==> config.mk <==
export PLATFORM = sky130hd
export DESIGN_NAME = baser_257b_rx_decoder_mon
export DESIGN_NICKNAME = d
export VERILOG_FILES = /design/src/rtl/baser_257b_pkg.sv /design/src/rtl/baser_257b_rx_decoder_mon_err_mon.sv /design/src/rtl/baser_257b_rx_decoder_mon.sv
export SDC_FILE = /design/constraint.sdc
export NUM_CORES = 2
export LEC_CHECK = 0
export CORE_MARGIN = 10
export CORE_UTILIZATION = 30
export DETAILED_ROUTE_END_ITERATION = 7
export PLACE_DENSITY = 0.61
export SLEW_MARGIN = 20
export SYNTH_ARGS = -nofsm -noshare
export SYNTH_HDL_FRONTEND = slang
export SYNTH_HIERARCHICAL = 1
export SYNTH_SLANG_ARGS = --single-unit
export TNS_END_PERCENT = 1
==> constraint.sdc <==
create_clock -name clk -period 5.67 [get_ports clk]
set_input_delay 1.134 -clock clk [delete_from_list [all_inputs] [get_ports clk]]
set_output_delay 1.134 -clock clk [all_outputs]
set_load 0.03 [all_outputs]
==> src/rtl/baser_257b_pkg.sv <==
// Shared widths, sync headers, block-type table and transcoded block layout
// for the BASE-R 257b receive decoder.
package baser_257b_pkg;

   localparam int DATA_WIDTH    = 64;
   localparam int HDR_WIDTH     = 2;
   localparam int FRAME_WIDTH   = DATA_WIDTH + HDR_WIDTH;
   localparam int TC_DATA_WIDTH = 4 * DATA_WIDTH;
   localparam int TC_HDR_WIDTH  = 1;
   localparam int TC_WIDTH      = TC_DATA_WIDTH + TC_HDR_WIDTH;

   localparam logic [1:0] SH_DATA = 2'b01;
   localparam logic [1:0] SH_CTRL = 2'b10;

   localparam logic [7:0] BT_1E = 8'h1E;
   localparam logic [7:0] BT_2D = 8'h2D;
   localparam logic [7:0] BT_33 = 8'h33;
   localparam logic [7:0] BT_4B = 8'h4B;
   localparam logic [7:0] BT_55 = 8'h55;
   localparam logic [7:0] BT_66 = 8'h66;
   localparam logic [7:0] BT_78 = 8'h78;
   localparam logic [7:0] BT_87 = 8'h87;
   localparam logic [7:0] BT_99 = 8'h99;
   localparam logic [7:0] BT_AA = 8'hAA;
   localparam logic [7:0] BT_B4 = 8'hB4;
   localparam logic [7:0] BT_CC = 8'hCC;
   localparam logic [7:0] BT_D2 = 8'hD2;
   localparam logic [7:0] BT_E1 = 8'hE1;
   localparam logic [7:0] BT_FF = 8'hFF;

   // Control block made of eight /E/ characters, used to poison invalid input
   localparam logic [FRAME_WIDTH-1:0] ERR_BLOCK = {{8{7'h1E}}, BT_1E, SH_CTRL};

   typedef struct packed {
      logic [TC_DATA_WIDTH-1:0] payload;
      logic                     hdr;
   } tc_block_t;

   typedef enum logic {ST_GOOD, ST_HI_ERR} mon_state_t;

   // Rebuild a full type byte from its high nibble; 8'h00 marks nibble 0 (no type)
   function automatic logic [7:0] nibble_to_type(input logic [3:0] nib);
      case (nib)
         4'h1:    return BT_1E;
         4'h2:    return BT_2D;
         4'h3:    return BT_33;
         4'h4:    return BT_4B;
         4'h5:    return BT_55;
         4'h6:    return BT_66;
         4'h7:    return BT_78;
         4'h8:    return BT_87;
         4'h9:    return BT_99;
         4'hA:    return BT_AA;
         4'hB:    return BT_B4;
         4'hC:    return BT_CC;
         4'hD:    return BT_D2;
         4'hE:    return BT_E1;
         4'hF:    return BT_FF;
         default: return 8'h00;
      endcase
   endfunction

   function automatic logic is_valid_type(input logic [7:0] bt);
      case (bt)
         BT_1E, BT_2D, BT_33, BT_4B, BT_55, BT_66, BT_78, BT_87,
         BT_99, BT_AA, BT_B4, BT_CC, BT_D2, BT_E1, BT_FF: return 1'b1;
         default: return 1'b0;
      endcase
   endfunction

endpackage

==> src/rtl/baser_257b_rx_decoder_mon_err_mon.sv <==
// Windowed error-rate monitor: flags hi_err when a full window of blocks
// held ERR_THRESH or more invalid ones; re-evaluated at each window end.
module baser_257b_err_mon
   import baser_257b_pkg::*;
#(
   parameter int WINDOW_BLOCKS = 1024,
   parameter int ERR_THRESH    = 16
) (
   input  logic clk,
   input  logic i_rst,
   input  logic i_valid,
   input  logic i_inv,
   output logic o_hi_err
);

   localparam int WW = $clog2(WINDOW_BLOCKS);
   localparam int EW = $clog2(WINDOW_BLOCKS + 1);

   mon_state_t      state_q;
   logic [WW-1:0]   win_q;
   logic [EW-1:0]   err_q;
   logic [EW-1:0]   err_tot;

   // the window's last block counts toward the decision it closes
   assign err_tot  = err_q + EW'(i_inv);
   assign o_hi_err = (state_q == ST_HI_ERR);

   // window/error counters and the state decision at each window boundary
   always_ff @(posedge clk) begin
      if (i_rst) begin
         state_q <= ST_GOOD;
         win_q   <= '0;
         err_q   <= '0;
      end else if (i_valid) begin
         if (win_q == WW'(WINDOW_BLOCKS - 1)) begin
            win_q   <= '0;
            err_q   <= '0;
            state_q <= (int'(err_tot) >= ERR_THRESH) ? ST_HI_ERR : ST_GOOD;
         end else begin
            win_q <= win_q + 1'b1;
            err_q <= err_tot;
         end
      end
   end

endmodule

==> src/rtl/baser_257b_rx_decoder_mon.sv <==
// 257b -> 4x66b receive decoder with validation, optional error substitution,
// saturating statistics and a high-error-rate monitor. Two-stage pipeline.
module baser_257b_rx_decoder_mon
   import baser_257b_pkg::*;
#(
   parameter int CNT_WIDTH     = 32,
   parameter int WINDOW_BLOCKS = 1024,
   parameter int ERR_THRESH    = 16,
   parameter bit SUBST_ERR     = 1'b1
) (
   input  logic                   clk,
   input  logic                   i_rst,
   input  logic                   i_valid,
   input  logic [TC_WIDTH-1:0]    i_rx_xcoded,
   input  logic                   i_cnt_clear,
   output logic                   o_valid,
   output logic [FRAME_WIDTH-1:0] o_rx_coded_0,
   output logic [FRAME_WIDTH-1:0] o_rx_coded_1,
   output logic [FRAME_WIDTH-1:0] o_rx_coded_2,
   output logic [FRAME_WIDTH-1:0] o_rx_coded_3,
   output logic                   o_block_err,
   output logic [CNT_WIDTH-1:0]   o_block_count,
   output logic [CNT_WIDTH-1:0]   o_data_count,
   output logic [CNT_WIDTH-1:0]   o_ctrl_count,
   output logic [CNT_WIDTH-1:0]   o_inv_block_count,
   output logic                   o_hi_err
);

   tc_block_t                    blk;
   logic [3:0]                   flags;
   logic [319:0]                 pad;      // room for the worst-case field walk
   logic [1:0]                   first_c;
   logic [8:0]                   off;
   logic [3:0][FRAME_WIDTH-1:0]  dec;
   logic                         dec_inv;

   // S1 decode: walk the packed fields; the first control block is compressed
   always_comb begin
      blk     = tc_block_t'(i_rx_xcoded);
      flags   = i_rx_xcoded[4:1];
      pad     = {63'b0, i_rx_xcoded};
      first_c = 2'd0;
      for (int k = 3; k >= 0; k--)
         if (!flags[k]) first_c = 2'(k);
      dec     = '0;
      dec_inv = 1'b0;
      off     = 9'd5;
      if (blk.hdr) begin
         for (int k = 0; k < 4; k++)
            dec[k] = {blk.payload[64*k +: 64], SH_DATA};
      end else begin
         dec_inv = (flags == 4'hF);
         for (int k = 0; k < 4; k++) begin
            if (flags[k]) begin
               dec[k] = {pad[off +: 64], SH_DATA};
               off    = off + 9'd64;
            end else if (first_c == 2'(k)) begin
               dec[k] = {pad[off + 4 +: 56], nibble_to_type(pad[off +: 4]), SH_CTRL};
               if (pad[off +: 4] == 4'h0) dec_inv = 1'b1;
               off    = off + 9'd60;
            end else begin
               dec[k] = {pad[off +: 64], SH_CTRL};
               if (!is_valid_type(pad[off +: 8])) dec_inv = 1'b1;
               off    = off + 9'd64;
            end
         end
      end
   end

   // saturating counter step; clear wins but still records a same-cycle event
   function automatic logic [CNT_WIDTH-1:0] cnt_next(input logic [CNT_WIDTH-1:0] c,
                                                     input logic ev, input logic clr);
      if (clr)              return ev ? CNT_WIDTH'(1) : '0;
      if (ev && (c != '1))  return c + 1'b1;
      return c;
   endfunction

   logic [CNT_WIDTH-1:0] blk_cnt_q, data_cnt_q, ctrl_cnt_q, inv_cnt_q;
   logic [CNT_WIDTH-1:0] blk_cnt_d, data_cnt_d, ctrl_cnt_d, inv_cnt_d;

   // next-state of the statistics, evaluated on the incoming block
   always_comb begin
      blk_cnt_d  = cnt_next(blk_cnt_q,  i_valid, i_cnt_clear);
      data_cnt_d = cnt_next(data_cnt_q, i_valid & blk.hdr, i_cnt_clear);
      ctrl_cnt_d = cnt_next(ctrl_cnt_q, i_valid & ~blk.hdr & ~dec_inv, i_cnt_clear);
      inv_cnt_d  = cnt_next(inv_cnt_q,  i_valid & dec_inv, i_cnt_clear);
   end

   // statistics registers
   always_ff @(posedge clk) begin
      if (i_rst) begin
         blk_cnt_q  <= '0;
         data_cnt_q <= '0;
         ctrl_cnt_q <= '0;
         inv_cnt_q  <= '0;
      end else begin
         blk_cnt_q  <= blk_cnt_d;
         data_cnt_q <= data_cnt_d;
         ctrl_cnt_q <= ctrl_cnt_d;
         inv_cnt_q  <= inv_cnt_d;
      end
   end

   logic                         s1_vld_q, s1_inv_q;
   logic [3:0][FRAME_WIDTH-1:0]  s1_blk_q;

   // S1 register: decoded group plus its validity
   always_ff @(posedge clk) begin
      if (i_rst) begin
         s1_vld_q <= 1'b0;
         s1_inv_q <= 1'b0;
         s1_blk_q <= '0;
      end else begin
         s1_vld_q <= i_valid;
         if (i_valid) begin
            s1_inv_q <= dec_inv;
            s1_blk_q <= dec;
         end
      end
   end

   logic [3:0][FRAME_WIDTH-1:0]  sub_blk;
   logic                         out_vld_q, out_err_q;
   logic [3:0][FRAME_WIDTH-1:0]  out_blk_q;

   // S2 substitution of invalid groups with error blocks
   always_comb begin
      sub_blk = s1_blk_q;
      if (SUBST_ERR && s1_inv_q) sub_blk = {4{ERR_BLOCK}};
   end

   // S2 output register; data holds across bubbles
   always_ff @(posedge clk) begin
      if (i_rst) begin
         out_vld_q <= 1'b0;
         out_err_q <= 1'b0;
         out_blk_q <= '0;
      end else begin
         out_vld_q <= s1_vld_q;
         if (s1_vld_q) begin
            out_err_q <= s1_inv_q;
            out_blk_q <= sub_blk;
         end
      end
   end

   baser_257b_err_mon #(
      .WINDOW_BLOCKS (WINDOW_BLOCKS),
      .ERR_THRESH    (ERR_THRESH)
   ) u_err_mon (
      .clk      (clk),
      .i_rst    (i_rst),
      .i_valid  (i_valid),
      .i_inv    (dec_inv),
      .o_hi_err (o_hi_err)
   );

   assign o_valid           = out_vld_q;
   assign o_block_err       = out_err_q;
   assign o_rx_coded_0      = out_blk_q[0];
   assign o_rx_coded_1      = out_blk_q[1];
   assign o_rx_coded_2      = out_blk_q[2];
   assign o_rx_coded_3      = out_blk_q[3];
   assign o_block_count     = blk_cnt_q;
   assign o_data_count      = data_cnt_q;
   assign o_ctrl_count      = ctrl_cnt_q;
   assign o_inv_block_count = inv_cnt_q;

endmodule

Yosys cells after proc, flatten, opt, wreduce, memory -nomap -nowiden

Memories as Yosys holds them, arrays and structs flattened.
Index checks and enable logic that the tools add are counted.

$add $sub $neg: 13
$lt $le $gt $ge: 1
Equal/unequal tests: 69
Shift operators: 12
Muxes and demuxes: 88
Bitwise logic cells: 6
Reduce and logical (&&, ||, !) cells: 18

Operator list:

| cell                                                                                  | number |
|---|---|
| 320-bit by 10-bit indexed part select with 4-bit output                               | 3 |
| 320-bit by 10-bit indexed part select with 64-bit output                              | 3 |
| 320-bit by 10-bit indexed part select with 8-bit output                               | 3 |
| 320-bit by 11-bit indexed part select with 56-bit output                              | 3 |
| 264-bit 2-to-1 mux                                                                    | 2 |
| 66-bit 2-to-1 mux                                                                     | 8 |
| 32-bit 2-to-1 mux                                                                     | 16 |
| 8-bit equality test (second input constant)                                           | 32 |
| 32-bit by 1-bit adder with 32-bit output (second input constant)                      | 4 |
| 8-bit by 7-bit equality test with 1-bit output (second input constant)                | 16 |
| 32-bit != test (second input constant)                                                | 4 |
| 8-bit by 6-bit equality test with 1-bit output (second input constant)                | 8 |
| 9-bit 2-to-1 mux                                                                      | 7 |
| 15-bit OR reduction                                                                   | 4 |
| 1-bit 2-to-1 mux                                                                      | 47 |
| 8-bit by 5-bit equality test with 1-bit output (second input constant)                | 4 |
| 9-bit by 3-bit adder with 10-bit output (second input constant)                       | 3 |
| 9-bit by 6-bit adder with 9-bit output (second input constant)                        | 2 |
| 9-bit by 7-bit adder with 9-bit output (second input constant)                        | 2 |
| 4-bit logical NOT                                                                     | 4 |
| 11-bit by 1-bit adder with 11-bit output                                              | 1 |
| 11-bit by 5-bit greater-or-equal comparator with 1-bit output (second input constant) | 1 |
| 11-bit 2-to-1 mux                                                                     | 1 |
| 10-bit by 1-bit adder with 10-bit output (second input constant)                      | 1 |
| 13 further kinds                                                                      | 28 |

Register bits: 682
Memory bits (read-only): 512
Input bits: 261
Memories: 4

Memories:

| memory           | words | bits a word | read ports | clocked after Yosys merged registers in | wr ports | line                 | source |
|---|---|---|---|---|---|---|---|
| (name not given) | 16    | 8           | 1          | 0                                       | 0        | baser_257b_pkg.sv:43 | `case (nib)` |
| (name not given) | 16    | 8           | 1          | 0                                       | 0        | baser_257b_pkg.sv:43 |  |
| (name not given) | 16    | 8           | 1          | 0                                       | 0        | baser_257b_pkg.sv:43 |  |
| (name not given) | 16    | 8           | 1          | 0                                       | 0        | baser_257b_pkg.sv:43 |  |

Depth between registers and ports, before layout

Depth after elaboration: 34
Gate-level depth with buffers: 23
Depth with buffers taken out: 17

Hierarchy

The synthesis kept the hierarchy.

By module, submodules not included:

| module                    | times used | cells each | area each (sq um) | seq. area each (sq um) |
|---|---|---|---|---|
| baser_257b_rx_decoder_mon | 1          | 3706       | 31256.2           | 13212.7 |
| baser_257b_err_mon        | 1          | 131        | 1151.1            | 440.4 |

Worst setup path after synthesis

Ideal clock, no wire load.

Path type: input port to flip-flop
Start point: in i_rx_xcoded[3]
End point: reg u_err_mon.state_q, in the netlist u_err_mon/o_hi_err
Library setup time: 0.127 ns
Arrival: 5.487 ns
Required time: 5.543 ns
Setup slack: 0.055 ns
Cell stages on the path: 23
Path buffers: 6
Cell sequence: buf_2 -> and3_4 -> buf_6 -> buf_6 -> mux4_2 -> nand2_1 -> inv_1 -> ha_1 -> o211ai_1 -> a2111oi_0 -> or4_1 -> o211a_1 -> buf_6 -> buf_6 -> buf_2 -> nor2_1 -> ha_1 -> ha_1 -> and4_1 -> nand3_1 -> xnor2_1 -> nor4b_1 -> a31oi_1

Cells in the longest elaborated chain, start to end: 29
Elaborated cells between the ends (all ways): 110

Ends and longest elaborated chain:

| item                                                                                                    | line                                                                                              | source |
|---|---|---|
| start: declaration                                                                                      | baser_257b_rx_decoder_mon.sv:14                                                                   | `input logic [TC_WIDTH-1:0] i_rx_xcoded,` |
| 2-bit 2-to-1 mux (3 in series)                                                                          | baser_257b_rx_decoder_mon.sv:44                                                                   | `if (!flags[k]) first_c = 2'(k);` |
| 2-bit logical NOT                                                                                       | baser_257b_rx_decoder_mon.sv:57                                                                   | `end else if (first_c == 2'(k)) begin` |
| 3-bit 2-to-1 mux                                                                                        | baser_257b_rx_decoder_mon.sv:57                                                                   |  |
| 3-bit 2-to-1 mux                                                                                        | baser_257b_rx_decoder_mon.sv:54                                                                   | `if (flags[k]) begin` |
| 9-bit 2-to-1 mux                                                                                        | baser_257b_rx_decoder_mon.sv:48                                                                   | `if (blk.hdr) begin` |
| 9-bit by 7-bit adder with 9-bit output / 9-bit by 6-bit adder with 9-bit output (equally long branches) | baser_257b_rx_decoder_mon.sv:56, baser_257b_rx_decoder_mon.sv:64, baser_257b_rx_decoder_mon.sv:60 |  |
| 9-bit 2-to-1 mux                                                                                        | baser_257b_rx_decoder_mon.sv:57                                                                   |  |
| 9-bit 2-to-1 mux                                                                                        | baser_257b_rx_decoder_mon.sv:54                                                                   |  |
| [... 12 more ...]                                                                                       | --                                                                                                |  |
| 1-bit 2-to-1 mux                                                                                        | baser_257b_rx_decoder_mon.sv:63                                                                   | `if (!is_valid_type(pad[off +: 8])) dec_inv = 1'b1;` |
| 1-bit 2-to-1 mux                                                                                        | baser_257b_rx_decoder_mon.sv:57                                                                   |  |
| 1-bit 2-to-1 mux (*)                                                                                    | baser_257b_rx_decoder_mon.sv:54                                                                   |  |
| 1-bit 2-to-1 mux (*)                                                                                    | baser_257b_rx_decoder_mon.sv:48                                                                   |  |
| via dec_inv                                                                                             | baser_257b_rx_decoder_mon.sv:35                                                                   | `logic dec_inv;` |
| 11-bit by 1-bit adder with 11-bit output (*)                                                            | baser_257b_rx_decoder_mon_err_mon.sv:25                                                           | `assign err_tot = err_q + EW'(i_inv);` |
| 11-bit by 5-bit greater-or-equal comparator with 1-bit output (*)                                       | baser_257b_rx_decoder_mon_err_mon.sv:38                                                           | `state_q <= (int'(err_tot) >= ERR_THRESH) ? ST_HI_ERR : ST_GOOD;` |
| 1-bit 2-to-1 mux (*)                                                                                    | baser_257b_rx_decoder_mon_err_mon.sv:38                                                           |  |
| end signal: assignment                                                                                  | baser_257b_rx_decoder_mon_err_mon.sv:38                                                           |  |
| end: declaration                                                                                        | baser_257b_rx_decoder_mon_err_mon.sv:19                                                           | `mon_state_t state_q;` |

Mark *: on every way through the listed nets, which the timed path passes. The rest lies on a longest branch. The select of a mux whose other input is x is not followed.
A chain may end at the register's enable or synchronous reset.

Worst setup path in the final report

Start point: in i_rx_xcoded[3]
End point: reg u_err_mon.err_q[8]

Cells in the longest elaborated chain, start to end: 28
Elaborated cells between the ends (all ways): 109

Ends and longest elaborated chain:

| item                                                                                                    | line                                                                                              | source |
|---|---|---|
| 2-bit 2-to-1 mux (3 in series)                                                                          | baser_257b_rx_decoder_mon.sv:44                                                                   |  |
| 2-bit logical NOT                                                                                       | baser_257b_rx_decoder_mon.sv:57                                                                   |  |
| 3-bit 2-to-1 mux                                                                                        | baser_257b_rx_decoder_mon.sv:57                                                                   |  |
| 3-bit 2-to-1 mux                                                                                        | baser_257b_rx_decoder_mon.sv:54                                                                   |  |
| 9-bit 2-to-1 mux                                                                                        | baser_257b_rx_decoder_mon.sv:48                                                                   |  |
| 9-bit by 7-bit adder with 9-bit output / 9-bit by 6-bit adder with 9-bit output (equally long branches) | baser_257b_rx_decoder_mon.sv:56, baser_257b_rx_decoder_mon.sv:64, baser_257b_rx_decoder_mon.sv:60 |  |
| 9-bit 2-to-1 mux                                                                                        | baser_257b_rx_decoder_mon.sv:57                                                                   |  |
| 9-bit 2-to-1 mux                                                                                        | baser_257b_rx_decoder_mon.sv:54                                                                   |  |
| [... 11 more ...]                                                                                       | --                                                                                                |  |
| 1-bit 2-to-1 mux                                                                                        | baser_257b_rx_decoder_mon.sv:48                                                                   |  |
| 1-bit 2-to-1 mux                                                                                        | baser_257b_rx_decoder_mon.sv:63                                                                   |  |
| 1-bit 2-to-1 mux                                                                                        | baser_257b_rx_decoder_mon.sv:57                                                                   |  |
| 1-bit 2-to-1 mux (*)                                                                                    | baser_257b_rx_decoder_mon.sv:54                                                                   |  |
| 1-bit 2-to-1 mux (*)                                                                                    | baser_257b_rx_decoder_mon.sv:48                                                                   |  |
| via dec_inv                                                                                             | baser_257b_rx_decoder_mon.sv:35                                                                   |  |
| 11-bit by 1-bit adder with 11-bit output (*)                                                            | baser_257b_rx_decoder_mon_err_mon.sv:25                                                           |  |
| 11-bit 2-to-1 mux (*)                                                                                   | baser_257b_rx_decoder_mon_err_mon.sv:35                                                           | `if (win_q == WW'(WINDOW_BLOCKS - 1)) begin` |
| end signal: assignment                                                                                  | baser_257b_rx_decoder_mon_err_mon.sv:41                                                           | `err_q <= err_tot;` |
| end: declaration                                                                                        | baser_257b_rx_decoder_mon_err_mon.sv:21                                                           | `logic [EW-1:0] err_q;` |

Marked as above.

==> reports/qor.txt <==
status - finished, final reports clean
hold buffer count at cts - 0
vias - 30637
Syn-to-layout area delta - 32.13%
RR Endpoint - o_inv_block_count[31]$_SDFFE_PP0P_
Avg Cell Area, Syn - 8.446 um^2
clk_lat worst skew - 0.67 ns
Starting Density - 0.3023
crit start category - input port
DPL Wire Length - 94050 um
Initial DRC Count - 2395
Die W - 348.7 um
pwr/cell area - 295.6 mW/mm^2
setup violation total in the final timing report - 0
vias in the first global route - 29203
Post-synth EDFFs - 0
R2R Setup Slk - 2.48 ns
Cell Rows - 120
critical path arrival - 5.55 ns
Hold Path Class - reg2reg
crit share post-route - 0.8783
Reg clk slew, reported paths - 0.06 ns
post-cts resize count - 0
total power - 12.66 mW
setup ws final - 0.6898 ns
Leak - 15.34 nW
GR Util All Layers - 0.2063
Final Hold Viols - 0
post-synthesis sequential area ratio - 0.4213
Final ANT Viol Nets - 0
vias per std cell - 5.296
logic gate share of total power - 0.157
die area - 0.1216 mm^2
initial antenna violation count - 31
Yosys warning count - 6
Peak VDD IR - 0.1861 mV
R2R depth - 8
clock tree buffer depth - 3
met3 Use GR - 0.06693
Mapped Nets - 4122
Setup Fix Bufs, Post-CTS - 0
MaxCap Viol Count - 0
htree depth - 3
crit path capture type - register
Max FO, Critical Path - 4
Post-Syn Instances - 3837
final core occ - 0.3994
clock root cell - clkbuf_16
sequential power share - 0.410
Max Freq - 0.2008 GHz
Mapped Area - 0.03241 mm^2
GR Util met1 - 0.2565
crit path time final - 4.980 ns
drt drc - 0
Slowest-stage cell, CP - clkdlybuf4s50_1
crit-path cells - clkdlybuf4s50_1 > and3_4 > mux4_2 > nand2_1 > buf_4 > ha_1 > nor2b_1 > o21ai_0 > a2111oi_0 > or4_1 > o211a_2 > nor2_1 > ha_1 > ha_1 > and4_1 > buf_4 > nand4_1 > buf_4 > nand2_1 > a311oi_1
first-pass GRT wire length - 194300 um
sw frac - 0.2800
RSZ-0062 raised after global routing - false
NumNets Final - 4595
hold path startpoint - o_rx_coded_1[36]$_SDFFE_PP0P_
wire per inst - 23.00 um
FF+latch count, synth - 682
First-pass DRT Iterations - 5
post-synth cell types - 84
clock sink count - 682
fraction of layout instances using a drive strength above 1 - 0.07543
GRT busiest layer - met2
worst setup path category - in2reg
GR Util met2 - 0.3320
switching power - 3.544 mW
Routability Congestion - 0.8586
r2r startpoint - o_inv_block_count[15]$_SDFFE_PP0P_
crit-path max cell delay - 0.62 ns
Worst EP required - 6.24 ns
core box area - 0.1072 mm^2
Ports - 656
Async S/R FF share, synth - 0
total routed wirelength - 133000 um
port bufs - 655
clk_skew - 0.02065 ns
hold path depth - 2
chip height - 348.7 um
total grt overflow - 0
CTS Buf Count - 83
Rel. slew slack - 0.1166
largest net degree at the start of global routing - 215
Top FF cell, synth - dfxtp_1
worst slew pin tran - 1.325 ns
max-slew violations - 0
CTS tree - built
Place WS - -0.05611 ns
Int Power - 9.112 mW
clock power share - 0.434
Worst Hold Endpoint - o_rx_coded_1[36]$_SDFFE_PP0P_
-- critical path, delay by kind of cell --
kind / cells / cell delay [ns]
and+or+nand+nor: 8 / 1.20
adders and majority gates: 3 / 0.65
buffers and inverters: 4 / 1.01
AOI/OAI and AO/OA: 4 / 1.04
muxes: 1 / 0.52
-- power by group through the flow --
| stage | clock network [mW] | logic, mW | registers, mW |
|---|---|---|---|
| 4_1_cts | 5.65 | 1.98 | 5.18 |
| 6_report | 5.49 | 1.98 | 5.19 |
| 2_1_floorplan | 0 | 0.977 | 5.44 |
| 3_5_place_dp | 0 | 1.97 | 5.29 |
| 5_1_grt | 5.82 | 2.14 | 5.21 |
| 3_3_place_gp | 0 | 1.96 | 5.28 |
-- synthesized netlist by cell type, drive strengths merged, types with 4 or more instances --
| library cell | n | area, um^2 |
|---|---|---|
| a22oi | 13 | 97.59 |
| o211ai | 17 | 142.6 |
| xnor2 | 30 | 262.8 |
| o22ai | 79 | 494.2 |
| buf | 61 | 332.8 |
| a221oi | 5 | 43.79 |
| mux4 | 54 | 1216 |
| a21o | 11 | 82.58 |
| a21oi | 302 | 1511 |
| mux2i | 167 | 1687 |
| o21ai | 51 | 255.3 |
| nor3 | 38 | 190.2 |
| inv | 37 | 138.9 |
| xor2 | 58 | 508.0 |
| o31a | 6 | 52.55 |
| o31ai | 15 | 117.6 |
| nand2 | 290 | 1089 |
| nor2b | 73 | 456.7 |
| nand2b | 62 | 387.9 |
| o21a | 8 | 60.06 |
| a31o | 9 | 78.83 |
| and2 | 16 | 105.1 |
| and4 | 21 | 185.2 |
| nand4 | 42 | 262.8 |
| a211oi | 261 | 1964 |
| a311oi | 68 | 595.6 |
| dfxtp | 682 | 13650 |
| nand3 | 135 | 690.7 |
| a2111oi | 4 | 35.03 |
| nor4 | 19 | 137.6 |
| or3 | 31 | 193.9 |
| clkbuf | 279 | 1049 |
| and3 | 27 | 183.9 |
| nand3b | 57 | 427.9 |
| nor3b | 9 | 67.56 |
| nor2 | 689 | 2609 |
| or4 | 21 | 157.7 |
| ha | 24 | 300.3 |
| a31oi | 12 | 81.33 |
| mux2 | 12 | 142.6 |
-- per-layer routing --
layer,share of wire,vias to the layer above,wire length (um)
met4,0.033,38,4372
met5,0.0020,-,262
met3,0.084,213,11140
li1,-,14684,-
met1,0.42,14768,55710
met2,0.46,934,61550
-- worst max-delay path by stage --
stage / end / start / slack [ns] / cells after the start
CTS: u_err_mon/err_q[8]$_SDFFE_PP0P_ / i_rx_xcoded[3] / 0.67 / 20
floorplan: u_err_mon/o_hi_err$_SDFFE_PP0P_ / i_rx_xcoded[3] / 0.06 / 23
global route: u_err_mon/o_hi_err$_SDFFE_PP0P_ / i_rx_xcoded[3] / 0.39 / 19
global placement: u_err_mon/err_q[8]$_SDFFE_PP0P_ / i_rx_xcoded[3] / 0.009 / 20
detailed placement: u_err_mon/err_q[8]$_SDFFE_PP0P_ / i_rx_xcoded[3] / -0.06 / 20
finish: u_err_mon/err_q[8]$_SDFFE_PP0P_ / i_rx_xcoded[3] / 0.69 / 20
-- per-stage QoR --
step / hold slack (ns) / setup TNS (ns) / cell area [um^2] / cells
2_1_floorplan: 0.4462 / 0 / 32410 / 3837
3_3_place_gp: 0.4544 / 0 / 40010 / 5628
3_5_place_dp: 0.4584 / -0.05611 / 40010 / 5628
4_1_cts: 0.4665 / 0 / 42800 / 5778
5_1_grt: 0.4825 / 0 / 42820 / 5785
6_report: 0.4648 / 0 / 42820 / 5785
-- sequential cells by signal, summed over array words and instances, names as in the netlist --
signal	count
o_block_err	1
u_err_mon/win_q	10
s1_inv_q	1
u_err_mon/err_q	11
s1_blk_q	264
o_rx_coded_1	66
o_rx_coded_0	66
o_valid	1
o_ctrl_count	32
s1_vld_q	1
o_block_count	32
o_rx_coded_2	66
u_err_mon/o_hi_err	1
o_data_count	32
o_rx_coded_3	66
o_inv_block_count	32
-- cell usage in the layout, fill, tap and decap left out, types with 31 or more instances in the layout --
| cell | Yosys | final |
|---|---|---|
| nand2b_1 | 62 | 61 |
| nand4_1 | 42 | 42 |
| nand2_1 | 290 | 286 |
| inv_1 | 36 | 36 |
| buf_4 | 1 | 69 |
| a211oi_1 | 260 | 260 |
| a21oi_1 | 302 | 302 |
| nor2_1 | 680 | 677 |
| clkdlybuf4s50_1 | 0 | 650 |
| or3_1 | 31 | 31 |
| dfxtp_1 | 682 | 680 |
| xor2_1 | 58 | 58 |
| o22ai_1 | 79 | 79 |
| nand3_1 | 132 | 132 |
| mux2i_1 | 163 | 163 |
| a311oi_1 | 68 | 68 |
| nor2b_1 | 73 | 72 |
| mux4_2 | 54 | 54 |
| o21ai_0 | 47 | 46 |
| nor3_1 | 38 | 38 |
| clkbuf_16 | 0 | 83 |
| nand3b_1 | 57 | 57 |
-- kinds of logic (layout without fill, tap and decap cells) --
group,Yosys count,after routing,synth area share
AOI/OAI and AO/OA,887,887,0.1804
xor gates and xnor gates,88,88,0.02378
adders and majority gates,24,24,0.009266
buffers and inverters,377,915,0.04691
DFF,682,682,0.4213
muxes,233,233,0.09397
other,2,9,0.0002317
and+or+nand+nor,1544,1544,0.2241
-- layout make-up --
| class | instances | area, um^2 |
|---|---|---|
| clock inverters | 29 | 371.6 |
| inverters | 37 | 138.9 |
| flip-flops and latches | 682 | 13660 |
| repair buffers | 728 | 7171 |
| fillers | 10807 | 64380 |
| clock buffers | 121 | 2420 |
| diodes | 7 | 17.52 |
| well taps | 1403 | 1755 |
| multi-input cells | 2778 | 17280 |
Power figures use the tool's default switching activity.
